--- config.mk ---
export PLATFORM = sky130hd
export DESIGN_NAME = ram_arbiter
export DESIGN_NICKNAME = d
export VERILOG_FILES = /design/src/rtl/ram_arb_pkg.sv /design/src/rtl/ram_sp.sv /design/src/rtl/ram_arbiter.sv
export SDC_FILE = /design/constraint.sdc
export NUM_CORES = 1
export LEC_CHECK = 0
export CORE_MARGIN = 3
export CORE_UTILIZATION = 46
export CTS_CLUSTER_SIZE = 20
export DETAILED_ROUTE_END_ITERATION = 8
export PLACE_DENSITY = 0.74
export SETUP_SLACK_MARGIN = 0.15
export SYNTH_ARGS = -nofsm -noshare
export SYNTH_HDL_FRONTEND = slang
export SYNTH_SLANG_ARGS = --single-unit
export TNS_END_PERCENT = 20
--- constraint.sdc ---
create_clock -name clk_2 -period 1.95 [get_ports clk_2]
set_clock_uncertainty 0.1 [all_clocks]
set_input_delay 0.39 -clock clk_2 [delete_from_list [all_inputs] [get_ports clk_2]]
set_output_delay 0.39 -clock clk_2 [all_outputs]
set_load 0.05 [all_outputs]
--- src/rtl/ram_arb_pkg.sv ---
// Shared types and defaults for the two-requester RAM arbiter.
// Holds the FSM state encoding and the round-robin pick function.
package ram_arb_pkg;

    localparam int NREQ_DEF       = 2;
    localparam int NBITS_DATA_DEF = 4;
    localparam int NBITS_ADDR_DEF = 2;

    // Encoding is visible on the debug port, so values are pinned.
    typedef enum logic [1:0] {
        CLEAR  = 2'd0,
        IDLE   = 2'd1,
        ACCESS = 2'd2,
        RESP   = 2'd3
    } arb_state_t;

    // Winner index for two requesters; on a tie the one that did not win last time goes.
    function automatic logic rr_pick(input logic [1:0] req, input logic last);
        logic winner;
        if (req[0] && req[1]) begin
            winner = ~last;
        end else begin
            winner = req[1];
        end
        return winner;
    endfunction

endpackage

--- src/rtl/ram_sp.sv ---
// Single-port synchronous RAM, 2**NBITS_ADDR words of NBITS_DATA bits.
// Read data is registered and holds its value until the next read.
module ram_sp #(
    parameter int NBITS_DATA = 4,
    parameter int NBITS_ADDR = 2
) (
    input  logic                  i_clk,
    input  logic                  i_reset,
    input  logic                  i_en,
    input  logic                  i_we,
    input  logic [NBITS_ADDR-1:0] i_addr,
    input  logic [NBITS_DATA-1:0] i_wdata,
    output logic [NBITS_DATA-1:0] o_rdata
);

    logic [NBITS_DATA-1:0] r_mem [2**NBITS_ADDR];
    logic [NBITS_DATA-1:0] r_rdata;

    always_ff @(posedge i_clk) begin
        if (i_en && i_we) begin
            r_mem[i_addr] <= i_wdata;
        end
    end

    always_ff @(posedge i_clk) begin
        if (i_reset) begin
            r_rdata <= '0;
        end else if (i_en && !i_we) begin
            r_rdata <= r_mem[i_addr];
        end
    end

    assign o_rdata = r_rdata;

endmodule

--- src/rtl/ram_arbiter.sv ---
// Round-robin arbiter and sequencer sharing one small RAM between two requesters.
// Zero-fills the RAM after reset, then serialises read/write commands.
module ram_arbiter
    import ram_arb_pkg::*;
#(
    parameter int NREQ       = NREQ_DEF,
    parameter int NBITS_DATA = NBITS_DATA_DEF,
    parameter int NBITS_ADDR = NBITS_ADDR_DEF
) (
    input  logic                       clk_2,
    input  logic                       reset,
    input  logic [NREQ-1:0]            req,
    input  logic [NREQ-1:0]            we,
    input  logic [NREQ*NBITS_ADDR-1:0] addr,
    input  logic [NREQ*NBITS_DATA-1:0] wdata,
    output logic [NREQ-1:0]            gnt,
    output logic [NREQ-1:0]            rvalid,
    output logic [NBITS_DATA-1:0]      rdata,
    output logic                       busy,
    output logic [1:0]                 state_o
);

    arb_state_t              r_state;
    arb_state_t              w_next_state;
    logic [NBITS_ADDR-1:0]   r_clr_ptr;
    logic                    r_last;
    logic                    r_sel;
    logic                    r_cmd_we;
    logic [NBITS_ADDR-1:0]   r_cmd_addr;
    logic [NBITS_DATA-1:0]   r_cmd_wdata;

    logic                    w_winner;
    logic                    w_accept;
    logic [NREQ-1:0]         w_sel_onehot;
    logic                    w_ram_en;
    logic                    w_ram_we;
    logic [NBITS_ADDR-1:0]   w_ram_addr;
    logic [NBITS_DATA-1:0]   w_ram_wdata;

    assign w_winner = rr_pick(req, r_last);
    assign w_accept = (r_state == IDLE) && (|req);

    always_comb begin
        w_next_state = r_state;
        case (r_state)
            CLEAR:   if (r_clr_ptr == '1) w_next_state = IDLE;
            IDLE:    if (|req) w_next_state = ACCESS;
            ACCESS:  w_next_state = r_cmd_we ? IDLE : RESP;
            RESP:    w_next_state = IDLE;
            default: w_next_state = CLEAR;
        endcase
    end

    always_ff @(posedge clk_2) begin
        if (reset) begin
            r_state     <= CLEAR;
            r_clr_ptr   <= '0;
            r_last      <= 1'b1;
            r_sel       <= 1'b0;
            r_cmd_we    <= 1'b0;
            r_cmd_addr  <= '0;
            r_cmd_wdata <= '0;
        end else begin
            r_state <= w_next_state;
            if (r_state == CLEAR) begin
                r_clr_ptr <= r_clr_ptr + 1'b1;
            end
            if (w_accept) begin
                r_sel       <= w_winner;
                r_last      <= w_winner;
                r_cmd_we    <= we[int'(w_winner)];
                r_cmd_addr  <= addr[int'(w_winner)*NBITS_ADDR +: NBITS_ADDR];
                r_cmd_wdata <= wdata[int'(w_winner)*NBITS_DATA +: NBITS_DATA];
            end
        end
    end

    // The RAM is held off during reset so an in-flight write is dropped, not committed.
    assign w_ram_en    = !reset && ((r_state == CLEAR) || (r_state == ACCESS));
    assign w_ram_we    = (r_state == CLEAR) ? 1'b1 : r_cmd_we;
    assign w_ram_addr  = (r_state == CLEAR) ? r_clr_ptr : r_cmd_addr;
    assign w_ram_wdata = (r_state == CLEAR) ? '0 : r_cmd_wdata;

    ram_sp #(
        .NBITS_DATA (NBITS_DATA),
        .NBITS_ADDR (NBITS_ADDR)
    ) u_ram (
        .i_clk   (clk_2),
        .i_reset (reset),
        .i_en    (w_ram_en),
        .i_we    (w_ram_we),
        .i_addr  (w_ram_addr),
        .i_wdata (w_ram_wdata),
        .o_rdata (rdata)
    );

    // gnt and rvalid decode straight from registered state, so they cannot overlap.
    assign w_sel_onehot = NREQ'(1) << r_sel;
    assign gnt          = (r_state == ACCESS) ? w_sel_onehot : '0;
    assign rvalid       = (r_state == RESP) ? w_sel_onehot : '0;
    assign busy         = (r_state != IDLE);
    assign state_o      = r_state;

endmodule
* After elaboration in Yosys (flattened, before gate mapping)
Memories as Yosys holds them, arrays and structs flattened. A register that Yosys moved wholly into a read port is not among the register bits.
Index checks and enable logic that the tools add are counted.
** Storage, ports and cells
- Flip-flop bits (word level) :: 13
- RAM bits :: 16
- Memories kept :: 1
** Memory list
- u_ram.r_mem :: depth 4, bits a word 4, read ports 1, clocked after memory_dff 1, wr ports 1, line ram_sp.sv:16 : logic [NBITS_DATA-1:0] r_mem [2**NBITS_ADDR];
** Operators by class
- Add/subtract/negate cells :: 1
- Mux-type cells :: 14
- Bitwise gates (word level) :: 1
- Reduce and logical (&&, ||, !) cells :: 11
- Magnitude comparators :: 1
- Shift-type cells :: 3
- Equality and inequality tests :: 7
** Operators with widths (number)
- two-way mux 2 bit :: 6
- case mux 2 bit (4 select lines) :: 1
- variable part select 8 x 4 -> 4 bit :: 1
- equality test 2 bit, second input constant :: 3
- two-way mux 1 bit :: 6
- logical AND 1 bit :: 5
- two-way mux 4 bit :: 1
- != test 2 x 1 -> 1 bit, second input constant :: 2
- variable part select 4 x 3 -> 2 bit :: 1
- adder 2 x 1 -> 2 bit, second input constant :: 1
- equality test 2 x 1 -> 1 bit, second input constant :: 1
- logical NOT 1 bit :: 2
- logical NOT 2 bit :: 1
- < comparator 1 x 2 -> 1 bit, second input constant :: 1
- != test 2 bit, second input constant :: 1
- AND reduction 2 bit :: 1
- OR reduction 2 bit :: 1
- << shifter 1 x 1 -> 2 bit, first input constant :: 1
- logical OR 1 bit :: 1
- inverter 1 bit :: 1

* Logic depth before layout (Yosys ltp)
- Depth in word-level cells :: 6
- Gate-level depth with buffers :: 7
- Depth with buffers taken out :: 6

* Hierarchy
A second synthesis with hierarchy kept.
** Second synthesis, totals
- Cell total of the unflattened synthesis :: 126
- Area, all modules :: 1516.5 µm²
** Modules (own cells, without submodules)
- ram_sp :: times used 1, sequential area each 560.5 µm², area each 762.0 µm², cells an instance 43
- ram_arbiter :: times used 1, sequential area each 260.2 µm², area each 754.5 µm², cells an instance 83

* Least setup slack after synthesis
OpenSTA, ideal clock, no wires.
- Path kind :: register -> register
- From :: register r_state[0], in the netlist state_o[0]
- To :: memory u_ram.r_mem[0][0] (enable)
- Stages on the path, launching flop included :: 7
- Setup time :: 0.329 ns
- Path buffers :: 1
- Data arrival time :: 1.815 ns
- Path slack :: -0.294 ns
- Path through :: dfxtp_1 -> inv_1 -> ha_1 -> buf_6 -> nor3_1 -> nor2_1 -> nor2_1
** Between the ends
- Longest elaborated chain between the ends :: 6
** RTL lines
- from (decl) :: line ram_arbiter.sv:23 : arb_state_t r_state;
- from (signal assigned) :: line ram_arbiter.sv:64 : r_state <= w_next_state;
- equality test 2 bit or logical NOT 2 bit (tied branches) :: line ram_arbiter.sv:79, ram_arbiter.sv:80, ram_arbiter.sv:81
- logical OR 1 bit :: line ram_arbiter.sv:79 : assign w_ram_en = !reset && ((r_state == CLEAR) || (r_state == ACCESS));
- logical AND 1 bit :: line ram_arbiter.sv:79
- logical AND 1 bit :: line ram_sp.sv:20 : if (i_en && i_we) begin
- two-way mux 1 bit :: line ram_sp.sv:20
- two-way mux 1 bit (implied by the code) :: line ram_sp.sv:21 : r_mem[i_addr] <= i_wdata;
- to (decl) :: line ram_sp.sv:16
Several ways; a longest one is shown, not always the timed one.

* Final worst setup path
- From :: register r_state[1], in the netlist state_o[1]
- To :: register u_ram.r_rdata[2], in the netlist u_ram.o_rdata[2], read port of u_ram.r_mem
** Between the ends
- Longest elaborated chain between the ends :: 4
** RTL lines
- equality test 2 bit or logical NOT 2 bit (tied branches) :: line ram_arbiter.sv:79, ram_arbiter.sv:80, ram_arbiter.sv:81
- logical OR 1 bit or two-way mux 1 bit (tied branches) :: line ram_arbiter.sv:79, ram_arbiter.sv:80
- logical AND 1 bit or logical NOT 1 bit (tied branches) :: line ram_arbiter.sv:79, ram_sp.sv:28
- logical AND 1 bit :: line ram_sp.sv:28 : end else if (i_en && !i_we) begin
- to (decl) :: line ram_sp.sv:17 : logic [NBITS_DATA-1:0] r_rdata;
Several ways; a longest one is shown, not always the timed one.
A chain may end at the register's enable or synchronous reset.

==> metrics.md <==
| Metric | Value |
|---|---|
| # setup viols final | `0` |
| Synth warn | `0` |
| Post-synthesis cell count | `between 100 and 150` |
| Largest area contributor in the netlist | `edfxtp_1` |
| Tot GR Track Use | `17.6%` |
| Vias in the first global route | `1265` |
| Tmin final | `1.86 ns` |
| Total congestion overflow | `0` |
| Std cell rows | `20` |
| Placer Congestion | `a little over 0.8` |
| Clock buffer count from CTS | `5` |
| Final Cycle Share | `between 90% and 100%` |
| CTS tree | `built` |
| Post-synth EDFFs | `16` |
| Most numerous cell in the Yosys netlist | `nor2_1` |
| WL/cell | `15.5 um` |
| HP Start | `r_cmd_wdata[1]` |
| Clock Tree Buf Depth | `2` |
| FF-to-FF path depth | `7` |
| Detailed Route Iter0 Violations | `47` |
| WHS Endpoint | `r_cmd_wdata[1]` |
| Area added between synthesis and finish | `46.7%` |
| Fillers | `215` |
| Avg Vias per Cell | `5.36` |
| Global-route wire length before repair | `approximately 5600 um` |
| Mapped cell area | `1590 um2` |
| Synth cell types | `31` |
| Via count | `~1.3k` |
| Avg Cell Area, Syn | `10.8 um2` |
| Area of the multi-input gates | `906 um2` |
| Worst-path maximum fanout | `8` |
| Max-cap violations | `0` |
| Outcome | `finished, final reports clean` |
| Slew HR | `roughly three quarters` |
| Critical Path RT | `2.08 ns` |
| Pwr Density | `~1300 nW/um2` |
| Worst R2R Setup Slack | `0.09 ns` |
| Synth top cells by count | `nor2_1 (21), dfxtp_1 (17), edfxtp_1 (16), nor2b_1 (12), o21ai_0 (10)` |
| Final hold violation count | `0` |
| Fmax | `around 540 MHz` |
| Main combinational cell family by area after synthesis | `simple AND/OR/NAND/NOR gates` |
| Dpl cells | `222` |
| Area share of the largest cell type after synthesis | `30.1%` |
| RSZ-0062 raised after global routing | `yes` |
| Layout cells sized above 1 | `41.1%` |
| Initial Util | `between 50% and 60%` |
| Die W | `64.9 um` |
| Largest net degree at the start of global routing | `18` |
| Post-DP HPWL | `2530 um` |
| CTS root buffer | `clkbuf_4` |
| Worst R2R Start | `state_o[1]` |
| Post-Synth XOR/XNOR Area | `less than 1%` |
| Worst-margin pin slew | `0.375 ns` |
| I/O pin cnt | `29` |
| Synth top area cells | `edfxtp_1 (30%), dfxtp_1 (21%), ha_1 (5.5%), mux2i_1 (5.0%), nor2_1 (4.9%)` |
| Synth Area in Simple Gates | `16.3%` |
| H-tree depth | `2` |
| Initial antenna violation count | `0` |
| PortBufs | `28` |
| Worst Setup Path Type | `register to register` |
| Nets@finish | `214` |
| Antenna viol nets, final | `0` |
| Leakage | `0.875 nW` |
| Max rail drop VDD | `between 500 and 600 uV` |
| Drt drc | `0` |
| CP startpoint kind | `register` |
| Post-synth top flop | `dfxtp_1` |
| Async SR Flop Fraction | `0%` |
| Adder-cell share of the synthesized area | `5.49%` |
| N_diodes | `0` |
| Reg area | `828 um2` |
| Final instance area | `2340 um2` |
| Dpl cell area | `between 2000 and 2500 um2` |
| Synth Area in Compound Gates | `14.3%` |
| Reg2reg end | `u_ram.o_rdata[2]` |
| Seq/Total Area, Yosys | `51.5%` |
| Core area | `3180 um2` |
| CTS clk-pin slew, worst paths | `approximately 0.11 ns` |
| Min Hold Slack | `0.398 ns` |
| WL final | `3620 um` |
| Pins Over Slew Limit | `0` |
| Net Count, Synth | `172` |
| Die H | `64.9 um` |
| Mux share of post-synthesis cell area | `7.85%` |
| Die ar. | `between 4000 and 5000 um2` |
| DR pass1 iterations | `5` |
| Fin Setup TNS | `0 ns` |
| Hold WC Path Type | `register to register` |
| Worst skew pair latency | `0.33 ns` |
| Yosys reg bits | `33` |
| CP arrival | `1.98 ns` |
| Crit end category | `register` |
| Cell Count, Final, Fillers Out | `234` |
| Clock sinks | `33` |
| Hold path depth | `2` |
[cell type report]
class	instances	area share (%)
Inverter	8	1.44
Sequential cell	33	35.4
Tap cell	44	2.35
Clock inverter	3	2.78
Clock buffer	5	1.61
Timing Repair Buffer	40	17.7
Multi-Input combinational cell	101	38.7
[registers in the layout (all words and copies together) (netlist names)]
name / count
state_o: 2
r_cmd_wdata: 4
r_sel: 1
r_clr_ptr: 2
u_ram.o_rdata: 4
r_last: 1
r_cmd_addr: 2
u_ram.r_mem: 16
r_cmd_we: 1
[kinds of logic after synthesis]
group | after synthesis
and+or+nand+nor | 47
AOI/OAI and AO/OA | 34
DFF | 33
buffers and inverters | 13
muxes | 12
adders and majority gates | 7
xor gates and xnor gates | 1
[metrics by stage]
step                utilization [%]  worst slack [ns]  power (W)
floorplan                         -            0.0880    0.00168
global placement               63.2            0.0159    0.00195
detailed placement             63.2           -0.0348    0.00200
CTS                            67.5            0.0910    0.00266
global route                   73.6           0.00467    0.00308
finish                         73.6            0.0944    0.00293
[report_power, final]
group,internal [W],switching [W],total [W]
clock network,0.000397,0.000230,0.000627
logic,0.000559,0.000672,0.00123
registers,0.000921,0.000147,0.00107
total,0.00188,0.00105,0.00293
[critical path, cell delays in order, from the launching register on]
cell        delay, ns
dfxtp_4          0.37
clkinvlp_4       0.15
ha_4             0.23
nor3b_4          0.16
buf_6            0.14
o21ai_2          0.14
o2111ai_2        0.17
mux2_4           0.29
[cells in the final DEF (no fill, tap or decap), drive strengths merged, types with 2 or more instances in the layout]
master,n
and2,2
o2111ai,4
buf,23
o21ai,14
a21oi,4
nand2,2
ha,7
nor3b,3
a31oi,2
dfxtp,17
and3b,2
inv,7
a211oi,8
mux2i,8
nor2,22
bufinv,2
mux2,4
clkdlybuf4s50,17
clkbuf,5
edfxtp,16
nor2b,12
[timing repair]
action / CTS / global route
setup endpoints to repair: 25 / 25
setup buffers: 0 / 4
hold buffers: 0 / 0
pin swaps: 0 / 12
resized for setup: 17 / 40
[routing by layer]
metal | part of all wire (%) | wire length, um | track usage, % | vias up
met1 | 40 | 1450 | 19.6 | 600
met5 | 0 | 0 | 0 | -
met4 | 2.1 | 75 | 7.65 | 0
met3 | 5.0 | 182 | 5.89 | 8
met2 | 53 | 1910 | 30.3 | 38
li1 | - | - | - | 609
[worst max-delay path by stage]
stage               cells past startpoint       start  slack, ns                 to
finish                                  7  state_o[1]       0.09   u_ram.o_rdata[2]
global route                            6  state_o[1]      0.005   u_ram.o_rdata[2]
CTS                                     4  state_o[1]       0.09               busy
detailed placement                      4       reset      -0.03  u_ram.r_mem[0][2]
global placement                        4       reset       0.02  u_ram.r_mem[2][0]
floorplan                               6  state_o[0]       0.09  u_ram.r_mem[2][0]
(Power assumes the default switching activity.)
